## src/rtl/prog_loader_pkg.sv

```systemverilog
// Shared loader definitions: crossbar geometry, configuration word width and FSM state encodings.
// The program store reader must derive CFG_W from the same geometry constants.
package prog_loader_pkg;

    localparam int NOP    = 2;
    localparam int NREG   = 1;
    localparam int NCONST = 8;
    localparam int NMEM   = 1;
    localparam int NMUX   = 1;

    localparam int CFG_W_DEFAULT = (2*NOP + NREG + 8*NMEM + 3*NMUX) *
                                   (NOP + NREG + NCONST + 4*NMEM + NMUX);

    function automatic int cfg_nbytes(input int cfg_w);
        return (cfg_w + 7) / 8;
    endfunction

    typedef enum logic [3:0] {
        LD_IDLE,
        LD_CNT_LO,
        LD_CNT_HI,
        LD_PCB,
        LD_PAYLOAD,
        LD_WRITE,
        LD_CHECK,
        LD_DONE,
        LD_ERR
    } ld_state_t;

endpackage

```

## src/rtl/prog_loader_if.sv

```systemverilog
// Byte stream into the loader: an 8-bit valid/ready handshake.
interface prog_loader_if;
    logic [7:0] s_data;
    logic       s_valid;
    logic       s_ready;

    modport master (output s_data, output s_valid, input  s_ready);
    modport slave  (input  s_data, input  s_valid, output s_ready);
endinterface

```

## src/rtl/prog_loader_cfg_word_asm.sv

```systemverilog
// Byte-to-word assembler: byte k lands in word bits [8k..8k+7] (MSB first, ascending word
// indexing); bits past CFG_W in the final byte are dropped. o_last flags the final byte slot.
module prog_loader_cfg_word_asm
    import prog_loader_pkg::*;
#(
    parameter int CFG_W = CFG_W_DEFAULT
) (
    input  logic             clk,
    input  logic             rst_n,
    input  logic             i_clear,
    input  logic             i_load,
    input  logic [7:0]       i_byte,
    output logic [0:CFG_W-1] o_word,
    output logic             o_last
);

    localparam int NBYTES = cfg_nbytes(CFG_W);
    localparam int BCW    = (NBYTES > 1) ? $clog2(NBYTES) : 1;

    logic [BCW-1:0]   r_bcnt;
    logic [0:CFG_W-1] r_word;
    logic [0:CFG_W-1] w_word_next;

    assign o_last = (r_bcnt == BCW'(NBYTES - 1));
    assign o_word = r_word;

    // Each word bit belongs to exactly one byte slot; padding positions simply have no bit here.
    for (genvar gi = 0; gi < CFG_W; gi++) begin : g_bit
        assign w_word_next[gi] = (i_load && (r_bcnt == BCW'(gi / 8))) ? i_byte[7 - (gi % 8)]
                                                                      : r_word[gi];
    end

    always_ff @(posedge clk or negedge rst_n) begin
        if (!rst_n) begin
            r_bcnt <= '0;
            r_word <= '0;
        end else begin
            r_word <= w_word_next;
            if (i_clear) begin
                r_bcnt <= '0;
            end else if (i_load) begin
                r_bcnt <= o_last ? '0 : r_bcnt + 1'b1;
            end
        end
    end

endmodule

```

## src/rtl/prog_loader.sv

```systemverilog
// Program store writer: parses a counted, checksummed byte frame, writes configuration words
// through one write port and holds the CPU in reset until a load succeeds.
module prog_loader
    import prog_loader_pkg::*;
#(
    parameter int CFG_W     = CFG_W_DEFAULT,
    parameter int PROG_SIZE = 64,
    parameter int AW        = 6,
    parameter int W         = 8
) (
    input  logic                clk,
    input  logic                rst_n,
    input  logic                i_start,
    prog_loader_if.slave        s_bus,
    output logic                o_prog_we,
    output logic [AW-1:0]       o_prog_addr,
    output logic [0:CFG_W-1]    o_prog_wdata,
    output logic                o_busy,
    output logic                o_done,
    output logic                o_err,
    output logic                o_cpu_hold,
    output logic [W-1:0]        o_start_pc
);

    ld_state_t    r_state, w_state_next;
    logic [15:0]  r_cnt;
    logic [7:0]   r_pc;
    logic [7:0]   r_chk;
    logic [AW:0]  r_idx;
    logic [W-1:0] r_start_pc;
    logic         r_release;

    logic         w_ready;
    logic         w_xfer;
    logic         w_start_go;
    logic         w_last;
    logic [AW:0]  w_idx_inc;

    assign w_xfer     = s_bus.s_valid & w_ready;
    assign w_start_go = i_start & ((r_state == LD_IDLE) | (r_state == LD_DONE) | (r_state == LD_ERR));
    assign w_idx_inc  = r_idx + 1'b1;

    prog_loader_cfg_word_asm #(.CFG_W(CFG_W)) u_asm (
        .clk     (clk),
        .rst_n   (rst_n),
        .i_clear (w_start_go),
        .i_load  (w_xfer && (r_state == LD_PAYLOAD)),
        .i_byte  (s_bus.s_data),
        .o_word  (o_prog_wdata),
        .o_last  (w_last)
    );

    always_ff @(posedge clk or negedge rst_n) begin
        if (!rst_n) begin
            r_state <= LD_IDLE;
        end else begin
            r_state <= w_state_next;
        end
    end

    always_comb begin
        w_state_next = r_state;
        w_ready      = 1'b0;
        case (r_state)
            LD_IDLE: begin
                if (i_start) w_state_next = LD_CNT_LO;
            end
            LD_CNT_LO: begin
                w_ready = 1'b1;
                if (w_xfer) w_state_next = LD_CNT_HI;
            end
            LD_CNT_HI: begin
                w_ready = 1'b1;
                if (w_xfer) w_state_next = LD_PCB;
            end
            LD_PCB: begin
                w_ready = 1'b1;
                if (w_xfer) begin
                    if (r_cnt > 16'(PROG_SIZE))  w_state_next = LD_ERR;
                    else if (r_cnt == 16'd0)     w_state_next = LD_CHECK;
                    else                         w_state_next = LD_PAYLOAD;
                end
            end
            LD_PAYLOAD: begin
                w_ready = 1'b1;
                if (w_xfer && w_last) w_state_next = LD_WRITE;
            end
            LD_WRITE: begin
                w_state_next = (16'(w_idx_inc) == r_cnt) ? LD_CHECK : LD_PAYLOAD;
            end
            LD_CHECK: begin
                w_ready = 1'b1;
                if (w_xfer) w_state_next = ((r_chk ^ s_bus.s_data) == 8'd0) ? LD_DONE : LD_ERR;
            end
            LD_DONE, LD_ERR: begin
                if (i_start) w_state_next = LD_CNT_LO;
            end
            default: w_state_next = LD_IDLE;
        endcase
    end

    always_ff @(posedge clk or negedge rst_n) begin
        if (!rst_n) begin
            r_cnt      <= '0;
            r_pc       <= '0;
            r_chk      <= '0;
            r_idx      <= '0;
            r_start_pc <= '0;
            r_release  <= 1'b0;
        end else begin
            r_release <= (r_state == LD_DONE);
            if (w_start_go) begin
                r_cnt <= '0;
                r_chk <= '0;
                r_idx <= '0;
            end else begin
                if (w_xfer) r_chk <= r_chk ^ s_bus.s_data;
                if (w_xfer && (r_state == LD_CNT_LO)) r_cnt[7:0]  <= s_bus.s_data;
                if (w_xfer && (r_state == LD_CNT_HI)) r_cnt[15:8] <= s_bus.s_data;
                if (w_xfer && (r_state == LD_PCB))    r_pc        <= s_bus.s_data;
                if (r_state == LD_WRITE)              r_idx       <= w_idx_inc;
                if (w_xfer && (r_state == LD_CHECK) && ((r_chk ^ s_bus.s_data) == 8'd0))
                    r_start_pc <= W'(r_pc);
            end
        end
    end

    assign s_bus.s_ready = w_ready;
    assign o_prog_we     = (r_state == LD_WRITE);
    assign o_prog_addr   = r_idx[AW-1:0];
    assign o_busy        = (r_state != LD_IDLE) && (r_state != LD_DONE) && (r_state != LD_ERR);
    assign o_done        = (r_state == LD_DONE);
    assign o_err         = (r_state == LD_ERR);
    assign o_start_pc    = r_start_pc;
    // The CPU is released one cycle after DONE so start_pc is stable first; a new start re-holds it at once.
    assign o_cpu_hold    = ~((r_state == LD_DONE) & r_release & ~i_start);

endmodule

```

## src/flat_wrapper.sv

```systemverilog
// flat-port wrapper written by rule: the top's interface ports become plain ports
module prog_loader_flat import prog_loader_pkg::*;
#(
    parameter int CFG_W     = CFG_W_DEFAULT,
    parameter int PROG_SIZE = 64,
    parameter int AW        = 6,
    parameter int W         = 8
)
  (clk, rst_n, i_start, o_prog_we, o_prog_addr, o_prog_wdata, o_busy, o_done, o_err, o_cpu_hold, o_start_pc, s_bus_s_data, s_bus_s_valid, s_bus_s_ready);
  prog_loader_if s_bus_i ();
  input  logic clk;
  input  logic rst_n;
  input  logic i_start;
  output logic o_prog_we;
  output logic [AW-1:0] o_prog_addr;
  output logic [0:CFG_W-1] o_prog_wdata;
  output logic o_busy;
  output logic o_done;
  output logic o_err;
  output logic o_cpu_hold;
  output logic [W-1:0] o_start_pc;
  input wire logic [$bits(s_bus_i.s_data)-1:0] s_bus_s_data;
  input wire logic [$bits(s_bus_i.s_valid)-1:0] s_bus_s_valid;
  output wire logic [$bits(s_bus_i.s_ready)-1:0] s_bus_s_ready;
  assign s_bus_i.s_data = s_bus_s_data;
  assign s_bus_i.s_valid = s_bus_s_valid;
  assign s_bus_s_ready = s_bus_i.s_ready;
  prog_loader #(.CFG_W(CFG_W), .PROG_SIZE(PROG_SIZE), .AW(AW), .W(W)) u_core (.clk(clk), .rst_n(rst_n), .i_start(i_start), .s_bus(s_bus_i), .o_prog_we(o_prog_we), .o_prog_addr(o_prog_addr), .o_prog_wdata(o_prog_wdata), .o_busy(o_busy), .o_done(o_done), .o_err(o_err), .o_cpu_hold(o_cpu_hold), .o_start_pc(o_start_pc));
endmodule
```

## config.mk

```make
export PLATFORM = sky130hd
export DESIGN_NAME = prog_loader_flat
export DESIGN_NICKNAME = d
export VERILOG_FILES = /design/src/rtl/prog_loader_pkg.sv /design/src/rtl/prog_loader_if.sv /design/src/rtl/prog_loader_cfg_word_asm.sv /design/src/rtl/prog_loader.sv /design/src/flat_wrapper.sv
export SDC_FILE = /design/constraint.sdc
export NUM_CORES = 1
export LEC_CHECK = 0
export ABC_AREA = 1
export CAP_MARGIN = 20
export CORE_MARGIN = 2
export CORE_UTILIZATION = 45
export CTS_BUF_LIST = sky130_fd_sc_hd__clkbuf_8
export CTS_CLUSTER_DIAMETER = 120
export DETAILED_ROUTE_END_ITERATION = 10
export PLACE_DENSITY = 0.77
export REMOVE_ABC_BUFFERS = 1
export SETUP_SLACK_MARGIN = 0.5
export SYNTH_ARGS = -nofsm -noshare
export SYNTH_HDL_FRONTEND = slang
export SYNTH_SLANG_ARGS = --single-unit
export TNS_END_PERCENT = 1
```

## constraint.sdc

```tcl
create_clock -name clk -period 2.57 [get_ports clk]
set_input_delay 0.514 -clock clk [delete_from_list [all_inputs] [get_ports clk]]
set_output_delay 0.514 -clock clk [all_outputs]
set_load 0.02 [all_outputs]
```

Word level (Yosys, flattened, before mapping)
Cells that the tools add are included.

cells by class
  add/sub/neg operators = 2
  order comparisons = 1
  equality and inequality tests = 48
  mux-type cells = 22
  bitwise operators = 10
  reductions and logical operators = 56

operator list
  operator             number
  $eq 5x5->1 const B   16
  $logic_and 1x1->1    41
  $eq 5x4->1 const B   8
  $mux 4               8
  $mux 8               4
  $pmux 4 s7           1
  $eq 5x3->1 const B   4
  $eq 4x3->1 const B   4
  $eq 7x16->1          1
  $gt 16x7->1 const B  1
  $logic_not 16->1     1
  $mux 16              1
  $mux 5               3
  $mux 7               2
  $eq 5x2->1 const B   2
  $ne 2x1->1 const B   5
  $reduce_bool 2->1    5
  $eq 4x2->1 const B   2
  $logic_not 8->1      1
  $xor 8x8->8          1
  $add 7x1->7 const B  1
  $reduce_and 6->1     1
  $add 5x1->5 const B  1
  $eq 5x1->1 const B   1
  16 further kinds     24

storage, ports and cells
  register bits after elaboration = 313
  input bits = 12
  output and inout bits = 276

Depth between registers and ports, before layout
Gate-level depths: netlist of the first run.

  depth in word-level cells = 7
  gate-level depth with buffers = 12
  mapped depth without buffers = 11

Hierarchy
A second synthesis of the first run with hierarchy kept.

second synthesis, totals
  cell total of the unflattened synthesis = 1506
  area, all modules = 13339.0 um^2

by module, submodules not included
  module                    instances  cells each  area each (um^2)  sequential area each (um^2)
  prog_loader_cfg_word_asm  1          1184        10639.0           6531.3
  prog_loader               1          322         2700.1            1301.2

Least setup slack after synthesis of the first run
Ideal clock, no wire load.

  path type = flip-flop to flip-flop
  start point = register u_core.r_state[3]
  end point = register u_core.r_cnt[13]
  arrival = 1.753 ns
  data required time = 2.449 ns
  path slack = 0.697 ns
  cell stages (with the launch flop) = 12
  buffers on the path = 1
  period minus slack after synthesis = 1.873 ns
  path through = dfrtp_1 > nor2_8 > inv_1 > nor2_2 > nor2_2 > nor2_2 > inv_2 > o21ai_1 > inv_1 > buf_2 > nand2_1 > o21ai_1

RTL lines
  what                                                 line                source
  start, declared                                      prog_loader.sv:25   ld_state_t r_state, w_state_next;
  start signal, assigned                               prog_loader.sv:57   r_state <= w_state_next;
  $eq 4x3->1 *                                         n/a
  via o_done                                           flat_wrapper.sv:18  output logic o_done;
  $or 1x1->1 * (2 in series)                           prog_loader.sv:40   assign w_start_go = i_start & ((r_state == LD_IDLE) | (r_state == LD_DONE) | (r_state == LD_ERR));
  $and 1x1->1 *                                        prog_loader.sv:40
  $mux 16 / $reduce_bool 2->1 (equally long branches)  n/a
  end signal, assigned                                 prog_loader.sv:119  if (w_xfer && (r_state == LD_CNT_HI)) r_cnt[15:8] <= s_bus.s_data;
  end, declared                                        prog_loader.sv:26   logic [15:0] r_cnt;

Mark *: on every way through the listed nets, which the timed path passes. The rest lies on a longest branch.
A chain may end at the register's enable or synchronous reset.

Worst setup path in the final report of the first run
  start point = register u_core.r_state[2]
  end point = output port o_err

between the ends
  word-level cells in the longest chain between the ends = 1

RTL lines
  what           line                source
  $eq 4x4->1     prog_loader.sv:133  assign o_err = (r_state == LD_ERR);
  end, declared  flat_wrapper.sv:19  output logic o_err;

No other way between the ends.

==> reports/metrics.cfg, run 1 <==
[outcome]
status = finished, final reports clean

[yosys]
yosysSeqAreaShare_pct = 61.13
yosys-top-cells-area = dfrtp_1, nand2_1, o21ai_0, nor2_1, a21oi_1
ys_ff_latch = 313
syn_area_um2 = 12810
syn_inst = 1248
synth_top_area_share_pct = 61.13
synth_cell_type_count = 37
avgSynthCellArea_um2 = 10.27
synth_top_cell_by_area = dfrtp_1
yosysWarnings = 0

[floorplanning]
design.core.area_um2 = 27930
ios = 288
start_util_pct = 45.87
die_width_um = 172.7
die_area_um2 = 29840
die_height_um = 172.7
row_count = 61

[detailed_routing]
dr.pass1.iters = 5
postRouteAntennaNets = 0
wl_per_cell_um = 18.25
avgViaCountPerCell = 5.104
first_iter_violations = 696
num_vias = 10090
totalWireLength_mm = 36.07
drc = 0

[timing]
rsz0062_at_grt = yes
maxSlewViolCount = 0
hold_slack_ns = 0.4755
fin_tns_setup_ns = 0
setup_viol = 0
finClkSkew_ns = 0.02478
tightestPinTransition_ns = 0.7898
post-route-period-util_pct = 85.68
fmax_mhz = 454.2
slew_headroom_pct = 47.15
hold_viol_final = 0
min_period_ns = 2.202

[global_route]
grt_pass1_wl_mm = 56.92
grt_pass1_vias = 10300
antenna_found_initial = 0
gr-total-overflow = 0
grt_use_total_pct = 24.02
grt_max_degree = 60

[clocking]
clock-sinks = 313
clk_pin_slew_ns = 0.06
clk_latency_ns = 0.57
clock_path_buffers = 3
cts_max_level = 2
cts_made_buffers = 51
cts_tree = built
root_buffer = clkbuf_8

[power]
p_per_area_nw_per_um2 = 706.6
irDropWorstVdd_v = 0.0006062
total_power_mw = 12.16
power_leakage_nw = 7.691

[final_layout]
fin_area_um2 = 17220
fin_nets = 1587
fill_cells = 2301
multiInputGateArea_um2 = 4352
layout_common_cells = dfrtp_1, clkdlybuf4s50_1, nand2_1
diodes = 0
syn_to_final_growth_pct = 34.37
final_common_cell = dfrtp_1
seqCellArea_um2 = 7838
drive_gt1_share_pct = 16.08

[place]
numPortBuffers = 287
post_dp_cell_area_um2 = 16150
place_congestion = 0.8349
dp_hpwl_mm = 24.58

[worst_setup_path]
critPathMaxFanout = 2
crit_path_start_kind = register
end_kind = output port
worst_path_largest_cell_delay_ns = 0.41
crit_type = reg -> out
slowest_stage = dfrtp_1
worstPathArrival_ns = 1.69
critPathMostFrequentCell = buf_4
path_cells = buf_4, buf_4, nor3_1, buf_2
cp.required_ns = 2.06

[worst_hold_path]
hp-class = in -> async

[run]
cap_viol_max_count = 0

## path summary, 6_finish.rpt
kind	start	to	slack (ns)	depth (start not counted)
worst max-delay path	u_core.r_state[2]	o_err	0.37	4
worst min-delay path	rst_n	u_core.r_idx[5]	0.48	2
worst max register to register	u_core.r_state[3]	u_core.u_asm.o_word[241]	0.51	9
worst min register to register	u_core.u_asm.o_word[64]	u_core.u_asm.o_word[64]	0.48	2
max in group asynchronous	rst_n	u_core.u_asm.o_word[208]	1.16	4
min in group clk	u_core.u_asm.o_word[64]	u_core.u_asm.o_word[64]	0.48	2
## area by class of cell
class                   instances  area share [%]
flip-flops and latches        313           45.53
multi-input cells             805           25.28
repair buffers                343           19.51
clock buffers                  60           4.797
well taps                     378           2.747
inverters                      54           1.243
clock inverters                23          0.9012
## power breakdown
| part | leakage (nW) | internal, mW | switching [mW] |
|---|---|---|---|
| logic | 2.97 | 0.856 | 1.43 |
| clock network | 0.557 | 2.30 | 1.92 |
| registers | 4.16 | 5.36 | 0.301 |
| total | 7.69 | 8.52 | 3.65 |
## Yosys cell counts (all sizes together)
cell / number
o21a: 1
a31oi: 2
dfrtp: 313
o22ai: 3
nand2: 261
nor2: 137
nand3: 35
a21boi: 1
xor2: 2
a21oi: 103
ha: 7
xnor2: 10
clkbuf: 33
nand3b: 2
inv: 54
nor3: 1
o21ai: 215
nor4: 12
buf: 43
nand4: 12
a22oi: 1
## cell families (layout without fill, tap and decap cells)
| logic type | count (synthesis) | after routing | synth area share [%] |
|---|---|---|---|
| XOR/XNOR | 12 | 12 | 0.8203 |
| AND/OR/NAND/NOR | 460 | 460 | 17.42 |
| AO/OA/AOI/OAI | 326 | 326 | 14.75 |
| buffers and inverters | 130 | 480 | 5.195 |
| adder cells (fa/ha/maj) | 7 | 7 | 0.6836 |
| flip-flops | 313 | 313 | 61.13 |
## per-stage QoR
| step | instances | utilization, % | setup slack [ns] |
|---|---|---|---|
| 6_report | 1976 | 61.63 | 0.3681 |
| 5_1_grt | 1976 | 61.63 | 0.3057 |
| 4_1_cts | 1974 | 61.43 | 0.2856 |
| 3_5_place_dp | 1888 | 57.82 | 0.1446 |
| 3_3_place_gp | 1888 | 57.82 | 0.1621 |
| 2_1_floorplan | 1172 | - | 0.5563 |
## flip-flops by register name, summed over array words and instances (netlist names)
| signal | cells |
|---|---|
| u_core.r_pc | 8 |
| u_core.r_state | 4 |
| u_core.o_start_pc | 8 |
| u_core.r_chk | 8 |
| u_core.r_idx | 7 |
| u_core.r_cnt | 16 |
| u_core.u_asm.o_word | 256 |
| u_core.r_release | 1 |
| u_core.u_asm.r_bcnt | 5 |
## worst max-delay path: cells and delay by family, from the launching register on
family	cells	cell delay [ns]
simple gates	1	0.21
flops	1	0.41
buf+inv	3	0.50
## repair_timing
item	CTS	global route
gates cloned	0	0
hold endpoints to repair	52	0
hold buffers	1	0
pin swaps	3	2
setup endpoints to repair	225	451
setup buffers	2	2
resized for setup	35	16
## routing by layer
| metal | wire length (um) | up-vias | global-route usage (%) |
|---|---|---|---|
| met5 | 0 | - | 0 |
| met4 | 1429 | 0 | 10.13 |
| met3 | 2787 | 92 | 6.948 |
| met2 | 16700 | 333 | 38.34 |
| met1 | 15150 | 4903 | 30.81 |
| li1 | - | 4758 | - |
(Power assumes the default switching activity.)
==> inputs of run 2 (changes only) <==
- PLACE_DENSITY: 0.77 -> 0.76
- SLEW_MARGIN: default -> 20
- SYNTH_HIERARCHICAL: default -> 1
==> reports/metrics.cfg, run 2 <==
[floorplanning]
start_util_pct = 45.37  ; was 45.87%
die_area_um2 = 31040  ; was 29840 um^2
die_height_um = 176.2  ; was 172.7 um
ios = 288  ; unchanged
die_width_um = 176.2  ; was 172.7 um
row_count = 63  ; was 61
design.core.area_um2 = 29400  ; was 27930 um^2

[detailed_routing]
wl_per_cell_um = 18.02  ; was 18.25 um
totalWireLength_mm = 40.73  ; was 36.07 mm
dr.pass1.iters = 5  ; unchanged
postRouteAntennaNets = 0  ; unchanged
drc = 0  ; unchanged
num_vias = 11660  ; was 10090
avgViaCountPerCell = 5.157  ; was 5.104
first_iter_violations = 957  ; was 696

[power]
total_power_mw = 11.96  ; was 12.16 mW
p_per_area_nw_per_um2 = 669.3  ; was 706.6 nW/um^2
switching_share_pct = 31.14  ; was 29.99%
power_leakage_nw = 9.028  ; was 7.691 nW
combPwrFrac_pct = 19.2  ; was 18.8%
p_clk_share_pct = 34.6  ; was 34.7%
p_sw_mw = 3.725  ; was 3.648 mW
irDropWorstVdd_v = 0.0004175  ; was 0.0006062 V
p_int_mw = 8.238  ; was 8.516 mW
pwr-share-seq_pct = 46.2  ; was 46.5%

[worst_setup_path]
end_kind = output port  ; unchanged
startpoint = u_core/r_state[2]  ; was u_core.r_state[2]
crit_family = flip-flops  ; was buffers and inverters
reg2reg_to = u_core/u_asm/o_word[197]  ; was u_core.u_asm.o_word[241]
rrSetupSlack_ns = 0.54  ; was 0.51 ns
crit_cells = 4  ; unchanged
crit_type = reg -> out  ; unchanged
r2r-start = u_core/r_state[3]  ; was u_core.r_state[3]
worstPathArrival_ns = 1.67  ; was 1.69 ns
slowest_stage = dfrtp_2  ; was dfrtp_1
crit_path_start_kind = register  ; unchanged
reg2reg_depth = 12  ; was 9
critPathMaxFanout = 5  ; was 2
path_cells = buf_4, nor2_2, nor2_4, clkdlybuf4s15_2  ; was buf_4, buf_4, nor3_1, buf_2
cp.required_ns = 2.06  ; about the same
cp-endpoint = o_busy  ; was o_err
crit_buf_inv = 2  ; was 3
worst_path_largest_cell_delay_ns = 0.48  ; was 0.41 ns

[timing]
rsz0062_at_grt = yes  ; unchanged
finClkSkew_ns = 0.02717  ; was 0.02478 ns
post-route-period-util_pct = 85.03  ; was 85.68%
tightestPinTransition_ns = 0.6635  ; was 0.7898 ns
setup_viol = 0  ; unchanged
min_period_ns = 2.185  ; was 2.202 ns
hold_viol_final = 0  ; unchanged
final.setup.worst_slack_ns = 0.3848  ; was 0.3681 ns
fmax_mhz = 457.6  ; was 454.2 MHz
slew_headroom_pct = 55.77  ; was 47.15%
maxSlewViolCount = 0  ; unchanged

[global_route]
grt_pass1_vias = 11330  ; was 10300
grt_max_degree = 58  ; was 60
grt_pass1_wl_mm = 62.81  ; was 56.92 mm
grt_use_total_pct = 25.89  ; was 24.02%
antenna_found_initial = 2  ; was 0
gr-total-overflow = 0  ; unchanged

[final_layout]
largest_reg_flops = 256  ; unchanged
drive_gt1_share_pct = 12.32  ; was 16.08%
fin_nets = 1850  ; was 1587
finish.utilization_pct = 60.79  ; was 61.63%
layout_common_cells = nand2_1, dfrtp_1, clkdlybuf4s50_1  ; was dfrtp_1, clkdlybuf4s50_1, nand2_1
syn_to_final_growth_pct = 33.99  ; was 34.37%
final_common_cell = nand2_1  ; was dfrtp_1

[worst_hold_path]
hold_path_depth = 3
hp-class = in -> reg  ; was in -> async

[clocking]
clk_pin_slew_ns = 0.06  ; about the same
root_buffer = clkbuf_8  ; unchanged
clk_latency_ns = 0.58  ; was 0.57 ns
clock_path_buffers = 3  ; unchanged
clock-sinks = 313  ; unchanged
cts_made_buffers = 51  ; unchanged
cts_tree = built  ; unchanged
cts_max_level = 2  ; unchanged

[yosys]
yosysWarnings = 6  ; was 0
yosys-top-cells-count = nand2_1, dfrtp_1, o21ai_0  ; was dfrtp_1, nand2_1, nor2_1
synth_cell_type_count = 36  ; was 37
syn_inst = 1506  ; was 1248
ys.flop_type = dfrtp_1  ; unchanged
synth_top_cell_by_area = dfrtp_1  ; unchanged
ys_ff_latch = 313  ; unchanged
synth_edf_count = 0  ; unchanged
ys_async_sr_fraction_pct = 100.0  ; unchanged
yosys-top-cells-area = dfrtp_1, nand2_1, o21ai_0, nand3_1, nor2_4  ; was dfrtp_1, nand2_1, o21ai_0, nor2_1, a21oi_1
synthMostInstantiatedCell = nand2_1  ; was dfrtp_1
synth_top_area_share_pct = 58.72  ; was 61.13%
avgSynthCellArea_um2 = 8.857  ; was 10.27 um^2
yosysSeqAreaShare_pct = 58.72  ; was 61.13%
syn_area_um2 = 13340  ; was 12810 um^2

[outcome]
status = finished, final reports clean  ; unchanged

[run]
cap_viol_max_count = 0  ; unchanged

[place]
numPortBuffers = 287  ; unchanged
pre_cts_ws_ns = 0.1372  ; was 0.1446 ns
place_congestion = 0.8605  ; was 0.8349
dp_hpwl_mm = 26.23  ; was 24.58 mm

-- run 2: changes by cell type in the layout (fill, tap and decap cells not counted), sizes merged, moves of 3 or more --
| cell | delta |
|---|---|
| nand3 | +45 |
| nor3 | +4 |
| buf | +4 |
| nand2 | +449 |
| nor2 | -62 |
| clkdlybuf4s50 | -8 |
| a21oi | -93 |
| o21ai | -51 |
| nand4 | -8 |
| nor4 | -12 |
| inv | +6 |
| diode | +3 |
-- run 2: worst min-delay path by stage --
stage	startpoint	to
final	s_bus_s_data[4]	u_core/r_chk[4]
after global routing	s_bus_s_data[4]	u_core/r_chk[4]
after CTS	s_bus_s_data[4]	u_core/r_chk[4]
after detailed placement	u_core/u_asm/o_word[184]	u_core/u_asm/o_word[184]
after global placement	u_core/u_asm/o_word[216]	u_core/u_asm/o_word[216]
after floorplan	rst_n	u_core/o_start_pc[0]
-- run 2: metrics by stage --
step                      instances  TNS [ns]  hold WS, ns  area, um^2
after detailed placement       2153         0       0.4602       16680
final                          2260         0       0.2778       17870
after floorplan                1437    -77.19       0.2184       12950
after global routing           2257         0       0.2625       17870
after CTS                      2253         0       0.2485       17770
after global placement         2153         0       0.4542       16680
-- run 2: layout make-up --
cell class              instances  area, um^2
inverters                      50       190.2
clock buffers                  62       853.3
diodes                          3       7.507
multi-input cells            1074        5037
fillers                      2456       11530
flip-flops and latches        313        7838
repair buffers                341        3343
well taps                     390       488.0
clock inverters                27       116.4
-- run 2: what timing repair did --
item / CTS / global route
hold endpoints to repair: 46 / 0
setup endpoints to repair: 304 / 476
pin swaps: 4 / 1
gates cloned: 0 / 1
buffers inserted: 10 / 3
resized for setup: 43 / 18
hold buffers: 1 / 0
-- run 2: logic make-up after synthesis --
family	share of synthesized area, %
buf+inv	4.305
xor+xnor	0.7222
flops	58.72
simple gates	28.58
fa+ha+maj	0.6566
compound gates	7.016
-- run 2: layer usage --
| metal | part of all wire, % | global-route usage [%] | up-vias |
|---|---|---|---|
| met5 | 0.029 | 0 | - |
| met4 | 3.2 | 9.401 | 2 |
| met3 | 8.7 | 7.407 | 95 |
| met2 | 47 | 41.26 | 454 |
| met1 | 41 | 33.89 | 5685 |
| li1 | - | - | 5419 |
-- run 2: power by group through the flow --
stage / Sequential (mW) / Clock (mW) / Combinational [mW]
global placement: 5.58 / 0 / 2.06
CTS: 5.52 / 4.21 / 2.26
global route: 5.57 / 4.45 / 2.52
finish: 5.52 / 4.14 / 2.30
floorplan: 5.67 / 0 / 1.16
detailed placement: 5.60 / 0 / 2.12
-- run 2: worst register-to-register path, stage by stage, from the launching register on --
cell	delay, ns
dfrtp_1	0.40
inv_2	0.12
nand2_4	0.09
nor2_2	0.11
inv_1	0.07
nor2_1	0.13
buf_4	0.18
nand2_2	0.11
inv_2	0.10
buf_12	0.17
nand3_2	0.21
nand2_1	0.15
nand2_1	0.07
==> inputs of run 3 (changes only) <==
- CTS_BUF_LIST: sky130_fd_sc_hd__clkbuf_8 -> default
- SETUP_SLACK_MARGIN: 0.5 -> 0.05
==> reports/metrics.cfg, run 3 (same netlist as run 2, synthesis figures left out) <==
[outcome]
status = finished, final reports clean  ; unchanged

[clocking]
cts_max_level = 1  ; was 2
post-cts-setup-buffers = 0  ; was 10
clock-sinks = 313  ; unchanged
clk_latency_ns = 0.56  ; was 0.58 ns
clk_pin_slew_ns = 0.06  ; about the same
clock_path_buffers = 3  ; unchanged
cts_tree = built  ; unchanged
cts_made_buffers = 31  ; was 51
root_buffer = clkbuf_16  ; was clkbuf_8

[run]
cap_viol_max_count = 0  ; unchanged

[global_route]
grt_pass1_vias = 11110  ; was 11330
grt_use_total_pct = 25.48  ; was 25.89%
gr-total-overflow = 0  ; unchanged
grt_pass1_wl_mm = 62.09  ; was 62.81 mm
antenna_found_initial = 2  ; unchanged
grt_max_degree = 58  ; unchanged

[final_layout]
layout.cells.non_filler = 2210  ; was 2260
fin_nets = 1816  ; was 1850
fill_cells = 2445  ; was 2456
largest_reg_flops = 256  ; unchanged
drive_gt1_share_pct = 9.176  ; was 12.32%
syn_to_final_growth_pct = 32.74  ; was 33.99%
final_common_cell = nand2_1  ; unchanged
multiInputGateArea_um2 = 4940  ; was 5037 um^2
layout_common_cells = nand2_1, dfrtp_1, clkdlybuf4s50_1  ; unchanged
seqCellArea_um2 = 7833  ; was 7838 um^2
diodes = 0  ; was 3

[detailed_routing]
first_iter_violations = 878  ; was 957
drc = 0  ; unchanged
dr.pass1.iters = 5  ; unchanged
postRouteAntennaNets = 0  ; unchanged
avgViaCountPerCell = 5.176  ; was 5.157
num_vias = 11440  ; was 11660
wl_per_cell_um = 18.19  ; was 18.02 um
totalWireLength_mm = 40.21  ; was 40.73 mm

[worst_setup_path]
critPathMaxFanout = 7  ; was 5
reg2reg_depth = 12  ; unchanged
slowest_stage = dfrtp_1  ; was dfrtp_2
rrSetupSlack_ns = 0.34  ; was 0.54 ns
crit_path_start_kind = register  ; unchanged
crit_type = reg -> out  ; unchanged
worstPathArrival_ns = 1.90  ; was 1.67 ns
reg2reg_to = u_core/u_asm/o_word[16]  ; was u_core/u_asm/o_word[197]
r2r-start = u_core/r_state[3]  ; unchanged
cp.required_ns = 2.06  ; about the same
end_kind = output port  ; unchanged
path_cells = nand2_2, nor2_4, nor2_4, dlygate4sd2_1  ; was buf_4, nor2_2, nor2_4, clkdlybuf4s15_2
worst_path_largest_cell_delay_ns = 0.47  ; was 0.48 ns
critPathMostFrequentCell = nor2_4

[floorplanning]
die_height_um = 176.2  ; unchanged
die_width_um = 176.2  ; unchanged
ios = 288  ; unchanged
die_area_um2 = 31040  ; unchanged
row_count = 63  ; unchanged
design.core.area_um2 = 29400  ; unchanged
start_util_pct = 45.37  ; unchanged

[power]
p_clk_share_pct = 37.5  ; was 34.6%
p_int_mw = 8.624  ; was 8.238 mW
irDropWorstVdd_v = 0.0004657  ; was 0.0004175 V
switching_share_pct = 29.23  ; was 31.14%
pwr-share-seq_pct = 45.3  ; was 46.2%
p_per_area_nw_per_um2 = 688.3  ; was 669.3 nW/um^2
combPwrFrac_pct = 17.3  ; was 19.2%
p_sw_mw = 3.563  ; was 3.725 mW
power_leakage_nw = 8.869  ; was 9.028 nW

[timing]
tightestPinTransition_ns = 0.6165  ; was 0.6635 ns
fin_tns_setup_ns = 0  ; unchanged
fmax_mhz = 414.4  ; was 457.6 MHz
post-route-period-util_pct = 93.89  ; was 85.03%
hold_slack_ns = 0.2989  ; was 0.2778 ns
min_period_ns = 2.413  ; was 2.185 ns
finClkSkew_ns = 0.01512  ; was 0.02717 ns
maxSlewViolCount = 0  ; unchanged
slew_headroom_pct = 58.90  ; was 55.77%
hold_viol_final = 0  ; unchanged
setup_viol = 0  ; unchanged
rsz0062_at_grt = no  ; was yes

[worst_hold_path]
hp-class = in -> reg  ; unchanged
min_from = s_bus_s_data[4]  ; unchanged
hold_end = u_core/r_chk[4]  ; unchanged
hold_path_depth = 3  ; unchanged

[place]
place_congestion = 0.8605  ; unchanged
dp_hpwl_mm = 26.23  ; unchanged
numPortBuffers = 287  ; unchanged
place_inst = 2153  ; unchanged

-- run 3: metrics by stage --
stage / setup slack [ns] / utilization (%) / instance area [um^2] / power, mW
after floorplan: -0.8938 / - / 12950 / 6.838
after global placement: 0.1737 / 56.73 / 16680 / 7.641
after detailed placement: 0.1372 / 56.73 / 16680 / 7.718
after CTS: 0.1324 / 60.22 / 17710 / 12.26
after global routing: 0.07757 / 60.22 / 17710 / 12.73
final: 0.1571 / 60.22 / 17710 / 12.19
-- run 3: per-layer routing --
layer  vias to the layer above  GRT usage (%)  routed length [um]
met4                         2          8.023                1197
met3                        95          6.804                3496
met1                      5568          33.69               16610
met5                         -              0                   8
li1                       5339              -                   -
met2                       434          41.19               18900
-- run 3: worst max path at each step --
| stage | cells after the start | endpoint | start | slack (ns) |
|---|---|---|---|---|
| after floorplan | 9 | u_core/u_asm/o_word[32] | u_core/r_state[3] | -0.89 |
| after global placement | 10 | u_core/u_asm/o_word[13] | s_bus_s_valid | 0.17 |
| after detailed placement | 10 | u_core/u_asm/o_word[13] | s_bus_s_valid | 0.14 |
| after CTS | 4 | o_busy | u_core/r_state[0] | 0.13 |
| after global routing | 4 | s_bus_s_ready | u_core/r_state[3] | 0.08 |
| final | 4 | o_busy | u_core/r_state[2] | 0.16 |
-- run 3: power groups by stage --
stage,clock (mW),combinational (mW),sequential [mW]
after global placement,0,2.06,5.58
after floorplan,0,1.16,5.67
after global routing,4.83,2.33,5.56
after CTS,4.64,2.11,5.51
final,4.57,2.10,5.52
after detailed placement,0,2.12,5.60
-- run 3: area by class of cell --
| cell class | instances | share of cell area (%) |
|---|---|---|
| clock buffers | 47 | 5.229 |
| clock inverters | 9 | 0.5583 |
| inverters | 50 | 1.060 |
| multi-input cells | 1074 | 27.90 |
| flip-flops and latches | 313 | 44.24 |
| well taps | 390 | 2.756 |
| repair buffers | 327 | 18.26 |
-- run 3: what timing repair did --
item / in CTS / in global routing
endpoints found under the hold margin: 46 / 0
resized for setup: 6 / 0
hold buffers: 1 / 0
endpoints found under the setup margin: 6 / 0
-- run 3: worst max-delay path, delay by kind of cell (launching register included) --
kind,cells,cell delay [ns]
AND/OR/NAND/NOR,3,0.50
flip-flops,1,0.47
buffers and inverters,1,0.38
